--- config.mk ---
export PLATFORM = sky130hd
export DESIGN_NAME = board_state_reg_flat
export DESIGN_NICKNAME = d
export VERILOG_FILES = /design/src/rtl/board_state_reg_if.sv /design/src/rtl/board_state_reg.sv /design/src/flat_wrapper.sv
export SDC_FILE = /design/constraint.sdc
export NUM_CORES = 1
export LEC_CHECK = 0
export BUFFER_PORTS_ARGS = -buffer_cell sky130_fd_sc_hd__buf_2
export CAP_MARGIN = 0
export CORE_ASPECT_RATIO = 0.75
export CORE_MARGIN = 4
export CORE_UTILIZATION = 51
export DETAILED_ROUTE_END_ITERATION = 10
export PLACE_DENSITY_LB_ADDON = 0.05
export SETUP_SLACK_MARGIN = 0.2
export SLEW_MARGIN = 20
export SYNTH_ARGS = -nofsm -noshare
export SYNTH_HDL_FRONTEND = slang
export SYNTH_SLANG_ARGS = --single-unit
--- constraint.sdc ---
create_clock -name clk -period 2.2 [get_ports clk]
set_clock_uncertainty 0.2 [all_clocks]
set_input_delay 0.22 -clock clk [delete_from_list [all_inputs] [get_ports clk]]
set_output_delay 0.22 -clock clk [all_outputs]
set_load 0.02 [all_outputs]
--- src/rtl/board_state_reg_if.sv ---
// Move-request / board-status bundle between the game controller and board_state_reg.
// The undo strobe exists only when BOARD_UNDO_EN is defined.
interface board_state_reg_if #(
   parameter int SIZE = 3
);
   localparam int CELLS = SIZE * SIZE;
   localparam int IDXW  = $clog2(CELLS);
   localparam int CNTW  = $clog2(CELLS + 1);

   logic                 mv_valid;
   logic [IDXW-1:0]      mv_idx;
   logic                 mv_player;
`ifdef BOARD_UNDO_EN
   logic                 undo;
`endif
   logic [2*CELLS-1:0]   board;
   logic                 turn;
   logic [CNTW-1:0]      move_cnt;
   logic                 full;
   logic                 ack;
   logic                 ill;

   modport master (
      output mv_valid, mv_idx, mv_player,
`ifdef BOARD_UNDO_EN
      undo,
`endif
      input  board, turn, move_cnt, full, ack, ill
   );

   modport slave (
      input  mv_valid, mv_idx, mv_player,
`ifdef BOARD_UNDO_EN
      undo,
`endif
      output board, turn, move_cnt, full, ack, ill
   );
endinterface

--- src/rtl/board_state_reg.sv ---
// board_state_reg: SIZE x SIZE game-board register with move validation, turn tracking and move count.
// Defining BOARD_UNDO_EN adds a one-deep take-back of the last committed move.
module board_state_reg #(
   parameter int SIZE         = 3,
   parameter bit FIRST_PLAYER = 1'b0
) (
   input logic               clk,
   input logic               rst,
   input logic               clr,
   board_state_reg_if.slave  bus
);
   localparam int CELLS = SIZE * SIZE;
   localparam int IDXW  = $clog2(CELLS);
   localparam int CNTW  = $clog2(CELLS + 1);
   localparam logic [IDXW:0]   CELLS_IDX = (IDXW + 1)'(CELLS);
   localparam logic [CNTW-1:0] CELLS_CNT = CNTW'(CELLS);

   logic [2*CELLS-1:0] board_q;
   logic               turn_q;
   logic [CNTW-1:0]    cnt_q;
   logic               full_q;
   logic               ack_q;
   logic               ill_q;

   logic [1:0]         target_cell;
   logic [1:0]         player_code;
   logic               in_range;
   logic               mv_legal;

`ifdef BOARD_UNDO_EN
   logic               hist_valid;
   logic [IDXW-1:0]    hist_idx;
`endif

   // Out-of-range indices never match a cell, so they read as empty and are rejected by in_range.
   always_comb begin
      target_cell = 2'b00;
      for (int k = 0; k < CELLS; k++) begin
         if (bus.mv_idx == IDXW'(k)) begin
            target_cell = board_q[2*k +: 2];
         end
      end
   end

   always_comb begin
      in_range    = ({1'b0, bus.mv_idx} < CELLS_IDX);
      player_code = bus.mv_player ? 2'b10 : 2'b01;
      mv_legal    = in_range && (target_cell == 2'b00) &&
                    (bus.mv_player == turn_q) && !full_q;
   end

   always_ff @(posedge clk) begin
      if (rst || clr) begin
         board_q <= '0;
         turn_q  <= FIRST_PLAYER;
         cnt_q   <= '0;
         full_q  <= 1'b0;
         ack_q   <= 1'b0;
         ill_q   <= 1'b0;
`ifdef BOARD_UNDO_EN
         hist_valid <= 1'b0;
         hist_idx   <= '0;
`endif
      end else begin
         ack_q <= 1'b0;
         ill_q <= 1'b0;
`ifdef BOARD_UNDO_EN
         // Undo outranks a simultaneous move; the move is dropped silently.
         if (bus.undo) begin
            if (hist_valid) begin
               for (int k = 0; k < CELLS; k++) begin
                  if (hist_idx == IDXW'(k)) begin
                     board_q[2*k +: 2] <= 2'b00;
                  end
               end
               cnt_q      <= cnt_q - CNTW'(1);
               turn_q     <= ~turn_q;
               full_q     <= 1'b0;
               ack_q      <= 1'b1;
               hist_valid <= 1'b0;
            end else begin
               ill_q <= 1'b1;
            end
         end else
`endif
         if (bus.mv_valid) begin
            if (mv_legal) begin
               for (int k = 0; k < CELLS; k++) begin
                  if (bus.mv_idx == IDXW'(k)) begin
                     board_q[2*k +: 2] <= player_code;
                  end
               end
               cnt_q  <= cnt_q + CNTW'(1);
               full_q <= ((cnt_q + CNTW'(1)) == CELLS_CNT);
               turn_q <= ~turn_q;
               ack_q  <= 1'b1;
`ifdef BOARD_UNDO_EN
               hist_valid <= 1'b1;
               hist_idx   <= bus.mv_idx;
`endif
            end else begin
               ill_q <= 1'b1;
            end
         end
      end
   end

   assign bus.board    = board_q;
   assign bus.turn     = turn_q;
   assign bus.move_cnt = cnt_q;
   assign bus.full     = full_q;
   assign bus.ack      = ack_q;
   assign bus.ill      = ill_q;

endmodule

--- src/flat_wrapper.sv ---
// flat-port wrapper written by rule: the top's interface ports become plain ports
module board_state_reg_flat 
#(
   parameter int SIZE         = 3,
   parameter bit FIRST_PLAYER = 1'b0
)
  (clk, rst, clr, bus_mv_valid, bus_mv_idx, bus_mv_player, bus_board, bus_turn, bus_move_cnt, bus_full, bus_ack, bus_ill);
  board_state_reg_if #(.SIZE(SIZE)) bus_i ();
  input logic clk;
  input logic rst;
  input logic clr;
  input wire logic [$bits(bus_i.mv_valid)-1:0] bus_mv_valid;
  input wire logic [$bits(bus_i.mv_idx)-1:0] bus_mv_idx;
  input wire logic [$bits(bus_i.mv_player)-1:0] bus_mv_player;
  output wire logic [$bits(bus_i.board)-1:0] bus_board;
  output wire logic [$bits(bus_i.turn)-1:0] bus_turn;
  output wire logic [$bits(bus_i.move_cnt)-1:0] bus_move_cnt;
  output wire logic [$bits(bus_i.full)-1:0] bus_full;
  output wire logic [$bits(bus_i.ack)-1:0] bus_ack;
  output wire logic [$bits(bus_i.ill)-1:0] bus_ill;
  assign bus_i.mv_valid = bus_mv_valid;
  assign bus_i.mv_idx = bus_mv_idx;
  assign bus_i.mv_player = bus_mv_player;
  assign bus_board = bus_i.board;
  assign bus_turn = bus_i.turn;
  assign bus_move_cnt = bus_i.move_cnt;
  assign bus_full = bus_i.full;
  assign bus_ack = bus_i.ack;
  assign bus_ill = bus_i.ill;
  board_state_reg #(.SIZE(SIZE), .FIRST_PLAYER(FIRST_PLAYER)) u_core (.clk(clk), .rst(rst), .clr(clr), .bus(bus_i));
endmodule
# Word-level counts from Yosys, hierarchy flattened
# Index checks and enable logic that the tools add are counted.
[classes]
addsub = 1
multipliers = 0
div = 0
order_cmp = 1
n_eq_ne = 10
shifts = 0
mux = 12
bitwise_logic = 2
reduce_logical = 18
[op_table]
columns = ["operator", "n"]
rows = [
  ["3-bit AND reduction", 9],
  ["2-bit two-way mux", 10],
  ["4-bit by 3-bit equality test with 1-bit output, second input constant", 4],
  ["4-bit by 2-bit equality test with 1-bit output, second input constant", 2],
  ["4-bit equality test, second input constant", 2],
  ["4-bit by 1-bit adder with 4-bit output, second input constant", 1],
  ["4-bit by 1-bit equality test with 1-bit output, second input constant", 1],
  ["4-bit logical NOT", 1],
  ["4-bit < comparator, second input constant", 1],
  ["1-bit logical AND", 3],
  ["2-bit logical NOT", 1],
  ["1-bit two-way mux", 2],
  ["1-bit NOT", 2],
  ["2-bit AND reduction", 1],
  ["2-bit OR reduction", 1],
  ["1-bit equality test", 1],
  ["1-bit logical NOT", 1],
  ["1-bit logical OR", 1],
]
[word_totals]
reg_bits = 26
latch_bits = 0
mem_bits_rw = 0
romBits = 0
input_bits = 9
out_inout_bits = 26
word_cells = 58
memories = 0

# Depth between registers and ports, before layout
# Gate-level depths: netlist of run 1.
[logic_depth]
word_depth = 15
depth_mapped = 7
mapped_depth_nobuf = 6

# Worst setup path after synthesis of run 1
# Ideal clock, no wire load.
[synth_path]
path_kind = "register to register"
startpoint = "register u_core.board_q[4] (netlist: u_core.bus.board[4])"
endpoint = "register u_core.board_q[10] (netlist: u_core.bus.board[10])"
setup_time_ns = 0.117
arrival_time_ns = 1.678
path_slack_ns = 0.205
path_stages_with_launch = 7
n_path_buf = 1
period_less_slack_ns = 1.995
cell_sequence = "dfxtp_1 > o21bai_1 > a2111o_1 > nor2_2 > o31ai_4 > buf_4 > a32o_1"
[synth_via]
elab_chain_cells = 12
[synth_lines]
columns = ["element", "line", "source"]
rows = [
  ["from (decl)", "board_state_reg.sv:18", "logic [2*CELLS-1:0] board_q;"],
  ["from (signal, indexed assignment)", "board_state_reg.sv:90", "board_q[2*k +: 2] <= player_code;"],
  ["2-bit two-way mux (7 in a row)", "board_state_reg.sv:39", "if (bus.mv_idx == IDXW'(k)) begin"],
  ["2-bit logical NOT", "board_state_reg.sv:48", "mv_legal = in_range && (target_cell == 2'b00) &&"],
  ["1-bit logical AND (2 in a row)", "board_state_reg.sv:48", ""],
  ["1-bit logical AND", "board_state_reg.sv:49", "(bus.mv_player == turn_q) && !full_q;"],
  ["3-bit AND reduction (no line)", "-", ""],
]
# No other way between the ends.
# A chain may end at the register's enable or synchronous reset.

# Final worst setup path of run 1
[layout_path]
startpoint = "register u_core.board_q[16] (netlist: u_core.bus.board[16])"
endpoint = "register u_core.turn_q (netlist: u_core.bus.turn)"
[layout_via]
elab_chain_cells = 6
[layout_lines]
columns = ["element", "line", "source"]
rows = [
  ["2-bit two-way mux", "board_state_reg.sv:39", ""],
  ["2-bit logical NOT", "board_state_reg.sv:48", ""],
  ["1-bit logical AND (2 in a row)", "board_state_reg.sv:48", ""],
  ["1-bit logical AND", "board_state_reg.sv:49", ""],
  ["2-bit AND reduction (no line)", "-", ""],
  ["to (signal assigned)", "board_state_reg.sv:95", "turn_q <= ~turn_q;"],
  ["to (decl)", "board_state_reg.sv:19", "logic turn_q;"],
]
# No other way between the ends.

==> results.ini, run 1 <==
[timing]
slew_headroom_pct=67.0
finalCritPeriodShare_pct=90.3
hold_viol_final=0
fmax_ghz=0.503
fin_crit_ns=1.99
rsz0062_at_grt=true
hold_ws_ns=0.0277
maxSlewViolCount=0
worst_pin_slew_ns=0.491
finalSetupViolCount=0

[logic_synthesis]
synth-compound-area-share_pct=28.5
synth_area_leaders=dfxtp_1, a32o_1, nand2_1
synth_xor_area_share_pct=0.647
netlist_area_um2=1350
yosysSeqAreaShare_pct=38.4
synthTopCellsByCount=dfxtp_1, nand2_1, nor2_1
ys_types=44
synth.area.mux_share_pct=4.53
synth_simple_gate_area_share_pct=20.6
synth-edff-count=0
yosys_warnings=0
async_flop_share_pct=0
ys_ff_latch=26
syn-mean-instance-area_um2=9.40
synth_ff_type=dfxtp_1
yosysTopAreaCellShare_pct=38.4
mappedNetlistNets=155
post-synth-top-count-cell=dfxtp_1
synth_top_family_by_area=compound AO/OA/AOI/OAI gates
synth_cells=144
synthAdderAreaFrac_pct=1.85
yosysTopAreaCell=dfxtp_1

[cells_and_area]
drive_gt1_share_pct=37.3
antenna_cells=0
area_growth_pct=30.7
fin_nets=205

[setup_path]
worst_setup_path_start_kind=flip-flop
arrival_ns=2.07
critPathKind=flip-flop to flip-flop
critPathRequiredTime_ns=2.28
cpPeakStageDelay_ns=0.41
cp_max_fo=3
crit_top_cell=buf_4
crit_path_end_kind=flip-flop
reg2regPathDepth=7
path_cells=o41ai_4, buf_4, o211ai_1, buf_4, o31ai_4, buf_6, mux2i_1
crit_path_top_delay_cell=o41ai_4

[floorplan]
row_count=15
coreArea_um2=2420
fp.dieH_um=52.6
die_w_um=67.5
die-area_um2=3550
floorplan.initialDensity_pct=55.9
ios=35

[worst_hold_path]
hp-class=primary input to flip-flop
hold_depth=2

[routing]
dr_total_vias=1339
antenna_left=0
drt_wl_total_mm=3.81
drc=0
routed_via_density=5.90
drtIter0Drc=63
drt-pass1-iter-count=4
wl_per_cell_um=16.8

[power]
power_density_nw_per_um2=495
power_frac_seq_pct=54.4
p_leak_nw=0.746
p_sw_w=0.000237
pwr-share-clk_pct=28.8
p_int_w=0.000639
pwr-share-comb_pct=16.7
p_sw_share_pct=27.1
total_power_w=0.000876
peakVddDrop_mv=0.395

[global_routing]
track_usage_pct=23.0
grt_pass1_wl_mm=6.02
grt_max_degree=27
grt_pass1_vias=1288
grt-ovfl-total=0
antenna_found_initial=0

[place]
dp.final_hpwl_mm=2.66
io_buffers=34
gp_congestion=0.958

[clock_tree]
clkTransAtPathRegs_ns=0.14
clockBufferDepth=2
root_buffer=clkbuf_4
clk_latency_ns=0.34
cts_tree=built
htree_levels=1
cts_made_buffers=3
cts_num_sinks=26

[outcome]
status=complete, no violations

[flow_run]
max_cap_viol_count=0

## layer usage
layer	track usage, %	up-vias	wire length (µm)
met5	0	-	0
met4	11.1	0	60
met3	5.58	7	267
met2	36.3	51	1730
met1	29.2	637	1750
li1	-	644	-
## power groups by stage
stage	logic, W	registers (W)	clock network (W)
finish	0.000146	0.000477	0.000253
global route	0.000157	0.000478	0.000270
CTS	0.000136	0.000477	0.000251
detailed placement	0.000118	0.000487	0
global placement	0.000116	0.000487	0
floorplan	0.0000797	0.000491	0
## what timing repair did
action / in CTS / in global routing
hold endpoints to repair: 4 / 0
setup buffers: 6 / 0
endpoints found under the setup margin: 17 / 19
hold buffers: 4 / 0
gates resized for setup: 0 / 10
pin swaps: 3 / 2
## final cells by class
class                           instances  area, µm²
Clock buffer                            4       36.3
Fill cell                             190        652
Inverter                                5       18.8
Multi-Input combinational cell        104        802
Sequential cell                        26        523
Tap cell                               34       42.5
Timing Repair Buffer                   54        347
## final timing paths
check	start	end	slack (ns)
max reg2reg	u_core.bus.board[16]	u_core.bus.turn	0.21
min	bus_mv_player	u_core.bus.board[2]	0.03
max	u_core.bus.board[16]	u_core.bus.turn	0.21
min reg2reg	u_core.bus.board[5]	u_core.bus.board[5]	0.30
## sequential cells by signal, indices dropped and copies added, names as in the netlist
signal	count
u_core.bus.full	1
u_core.bus.turn	1
u_core.bus.ack	1
u_core.bus.ill	1
u_core.bus.move_cnt	4
u_core.bus.board	18
## stage by stage
stage	TNS, ns	util [%]	instance area, µm²	setup WS [ns]	std cells
6_report	0	73.1	1770	0.213	227
2_1_floorplan	0	-	1350	0.205	144
3_5_place_dp	-1.20	65.5	1590	-0.102	213
5_1_grt	0	73.1	1770	0.143	227
3_3_place_gp	-0.128	65.5	1590	-0.0176	213
4_1_cts	0	71.1	1720	0.207	227
## cells in the final DEF (no fill, tap or decap), drive strengths merged, types with 2 or more instances in the layout
cell         synthesis  layout
o41ai                3       3
inv                  5       5
nor3                 6       6
nand2b               2       2
clkbuf               4       4
mux2i                5       5
dfxtp               26      26
or2                  2       2
ha                   2       2
o21bai               3       3
buf                  5      50
dlygate4sd3          0       4
nor3b                2       2
nand2               16      16
nor2                17      17
o32ai                2       2
a32o                13      13
o21ai                3       3
a31oi                3       3
o21a                 2       2
or3                  4       4
o211ai               4       4
## worst max-delay path: cells and delay by family (launching register included)
kind	cells	cell delay, ns
mux	1	0.16
compound gates	3	0.63
buf+inv	3	0.56
flops	1	0.37
## logic make-up after synthesis
group	after synthesis
simple gates	55
flops	26
fa+ha+maj	2
xor+xnor	1
compound gates	40
buf+inv	14
mux	6
Note: power is estimated with default switching activity, not from simulation.
==> run 2, diff against run 1 <==
CORE_ASPECT_RATIO = 1.1   (was 0.75)
CTS_CLUSTER_DIAMETER = 40   (was default)
==> run 2 against run 1 <==
Effect of this change: combinational power increased by 5%; fmax decreased by 0.18%; worst hold slack improved by 0.044 ns; total power increased by 0.56%; count of clock-buffer cells in the layout unchanged; via count increased by 2.1%; worst setup slack got worse by 0.0037 ns; wire length decreased by 0.26%; cell count increased by 0.44%; non-clock buffer count increased by 4; critical path depth increased by 2; utilization decreased by 1.5 points; critical endpoint is now u_core.bus.board[12]; highest routed layer unchanged.
==> results.ini, run 2 (synthesis gave the netlist of run 1 again) <==
[outcome]
status=complete, no violations

[cells_and_area]
antenna_cells=0  ; unchanged
fin_nets=209  ; +2.0%
final_common_cell=buf_2
final_area_um2=1800  ; +2.0%
drive_gt1_share_pct=39.1  ; +1.8 points
final_cell_mix=buf_2, dfxtp_1, buf_4, nor2_1, nand2_1
fill_cells=208  ; +9.5%
area_growth_pct=33.3
largest_reg_flops=18  ; unchanged
multi_input_area_um2=797  ; -0.62%
seq_area_um2=523  ; unchanged
utilization_pct=71.6  ; -1.5 points

[timing]
hold_ws_ns=0.0721  ; +0.0445 ns
fmax_ghz=0.502  ; -0.18%
finalCritPeriodShare_pct=90.5  ; +0.17 points
rsz0062_at_grt=true
slew_headroom_pct=74.3  ; +7.3 points
worst_pin_slew_ns=0.385  ; -0.107 ns
hold_viol_final=0  ; unchanged
maxSlewViolCount=0  ; unchanged
tns_ns=0  ; unchanged
finalSetupViolCount=0  ; unchanged
fin_crit_ns=1.99  ; +0.00366 ns

[floorplan]
coreArea_um2=2520  ; +4.1%
die-area_um2=3540  ; -0.21%
row_count=19  ; +4
fp.dieH_um=62.0  ; +18%
ios=35  ; unchanged
die_w_um=57.1  ; -15%
floorplan.initialDensity_pct=53.7  ; -2.2 points

[clock_tree]
root_buffer=clkbuf_4
clkTransAtPathRegs_ns=0.14  ; about the same
clk_latency_ns=0.33  ; about the same
cts_tree=built
cts_num_sinks=26  ; unchanged
clockBufferDepth=2  ; unchanged
cts_made_buffers=3  ; unchanged
htree_levels=1  ; unchanged

[global_routing]
grt_pass1_wl_mm=5.85  ; -2.7%
grt_max_degree=20  ; -26%
grt-ovfl-total=0  ; unchanged
track_usage_pct=21.7  ; -1.4 points
antenna_found_initial=0  ; unchanged
grt_pass1_vias=1262  ; -2.0%

[place]
io_buffers=34  ; unchanged
gp_congestion=0.928  ; -3.1%
placed_area_um2=1610  ; +1.2%
dp.final_hpwl_mm=2.74  ; +3.1%

[power]
p_int_w=0.000644  ; +0.79%
pwr-share-clk_pct=28.5  ; -0.3 points
power_density_nw_per_um2=488  ; -1.4%
p_sw_w=0.000237  ; about the same
power_frac_seq_pct=54.1  ; -0.3 points
peakVddDrop_mv=0.511  ; +30%
p_sw_share_pct=26.9  ; -0.17 points
pwr-share-comb_pct=17.4  ; +0.7 points
p_leak_nw=0.795  ; +6.5%

[routing]
routed_via_density=6.00  ; +1.6%
wl_per_cell_um=16.7  ; -0.70%
drc=0  ; unchanged
drtIter0Drc=58  ; -7.9%
drt-pass1-iter-count=4  ; unchanged
dr_total_vias=1367  ; +2.1%
drt_wl_total_mm=3.80  ; -0.26%
antenna_left=0  ; unchanged

[setup_path]
arrival_ns=2.03  ; -0.04 ns
crit_family=buffers and inverters
crit_path_end_kind=flip-flop
path_cells=dlygate4sd3_1, buf_2, nor3b_2, buf_4, o211ai_1, buf_4, o31ai_4, buf_12, a32o_1
cpPeakStageDelay_ns=0.55  ; +0.14 ns
cp_max_fo=13  ; +10
critPathRequiredTime_ns=2.24  ; -0.04 ns
crit_top_cell=buf_4
path_buf_inv=5  ; +2
critPathKind=primary input to flip-flop
crit_path_top_delay_cell=dlygate4sd3_1
worst_setup_path_start_kind=primary input

[flow_run]
max_cap_viol_count=0  ; unchanged

[worst_hold_path]
hp-class=primary input to flip-flop

==> run 2: changes by cell type in the layout (fill, tap and decap cells not counted), moves of 2 or more <==
cell,delta
buf_2,-2
buf_4,+5
dlymetal6s4s_1,+2
dlygate4sd3_1,-2
==> run 2: power groups by stage <==
stage | clock network, W | registers, W | logic (W)
floorplan | 0 | 0.000491 | 0.0000797
finish | 0.000251 | 0.000477 | 0.000153
global placement | 0 | 0.000487 | 0.000122
CTS | 0.000260 | 0.000477 | 0.000138
global route | 0.000272 | 0.000478 | 0.000162
detailed placement | 0 | 0.000487 | 0.000124
==> run 2: stage by stage <==
step | total power, W | instances | setup WS, ns
after floorplan | 0.000570 | 144 | 0.205
after global placement | 0.000609 | 213 | 0.0192
after detailed placement | 0.000611 | 213 | -0.0529
after CTS | 0.000874 | 225 | 0.205
after global routing | 0.000912 | 228 | 0.168
final | 0.000881 | 228 | 0.209
==> run 2: per-layer routing <==
| layer | vias up | global-route usage [%] | routed length (µm) |
|---|---|---|---|
| met5 | - | 0 | 0 |
| met4 | 0 | 9.60 | 67 |
| met3 | 9 | 3.93 | 268 |
| met2 | 55 | 40.5 | 1920 |
| met1 | 656 | 24.4 | 1550 |
| li1 | 647 | - | - |
==> run 2: area by class of cell <==
cell class	instances	share of cell area, %
Clock buffer	4	2.01
Inverter	5	1.04
Multi-Input combinational cell	104	44.2
Sequential cell	26	29.0
Tap cell	31	2.15
Timing Repair Buffer	58	21.6
==> run 2: timing repair <==
action / in CTS / in global routing
endpoints found under the setup margin: 16 / 19
endpoints found under the hold margin: 4 / 0
resized for setup: 0 / 14
hold buffers: 4 / 0
pin swaps: 1 / 7
buffers inserted: 4 / 3
==> run 2: worst min-delay path, delay by kind of cell <==
kind / cells / cell delay (ns)
AO/OA/AOI/OAI: 1 / 0.08
buffers and inverters: 2 / 0.28
==> run 2: worst paths after layout <==
path | startpoint | to | slack (ns) | cells past startpoint
worst min-delay path | bus_mv_player | u_core.bus.board[2] | 0.07 | 3
worst max-delay path | bus_mv_valid | u_core.bus.board[12] | 0.21 | 9
worst max register to register | u_core.bus.board[4] | u_core.bus.board[12] | 0.25 | 6
worst min register to register | u_core.bus.board[2] | u_core.bus.board[2] | 0.30 | 2
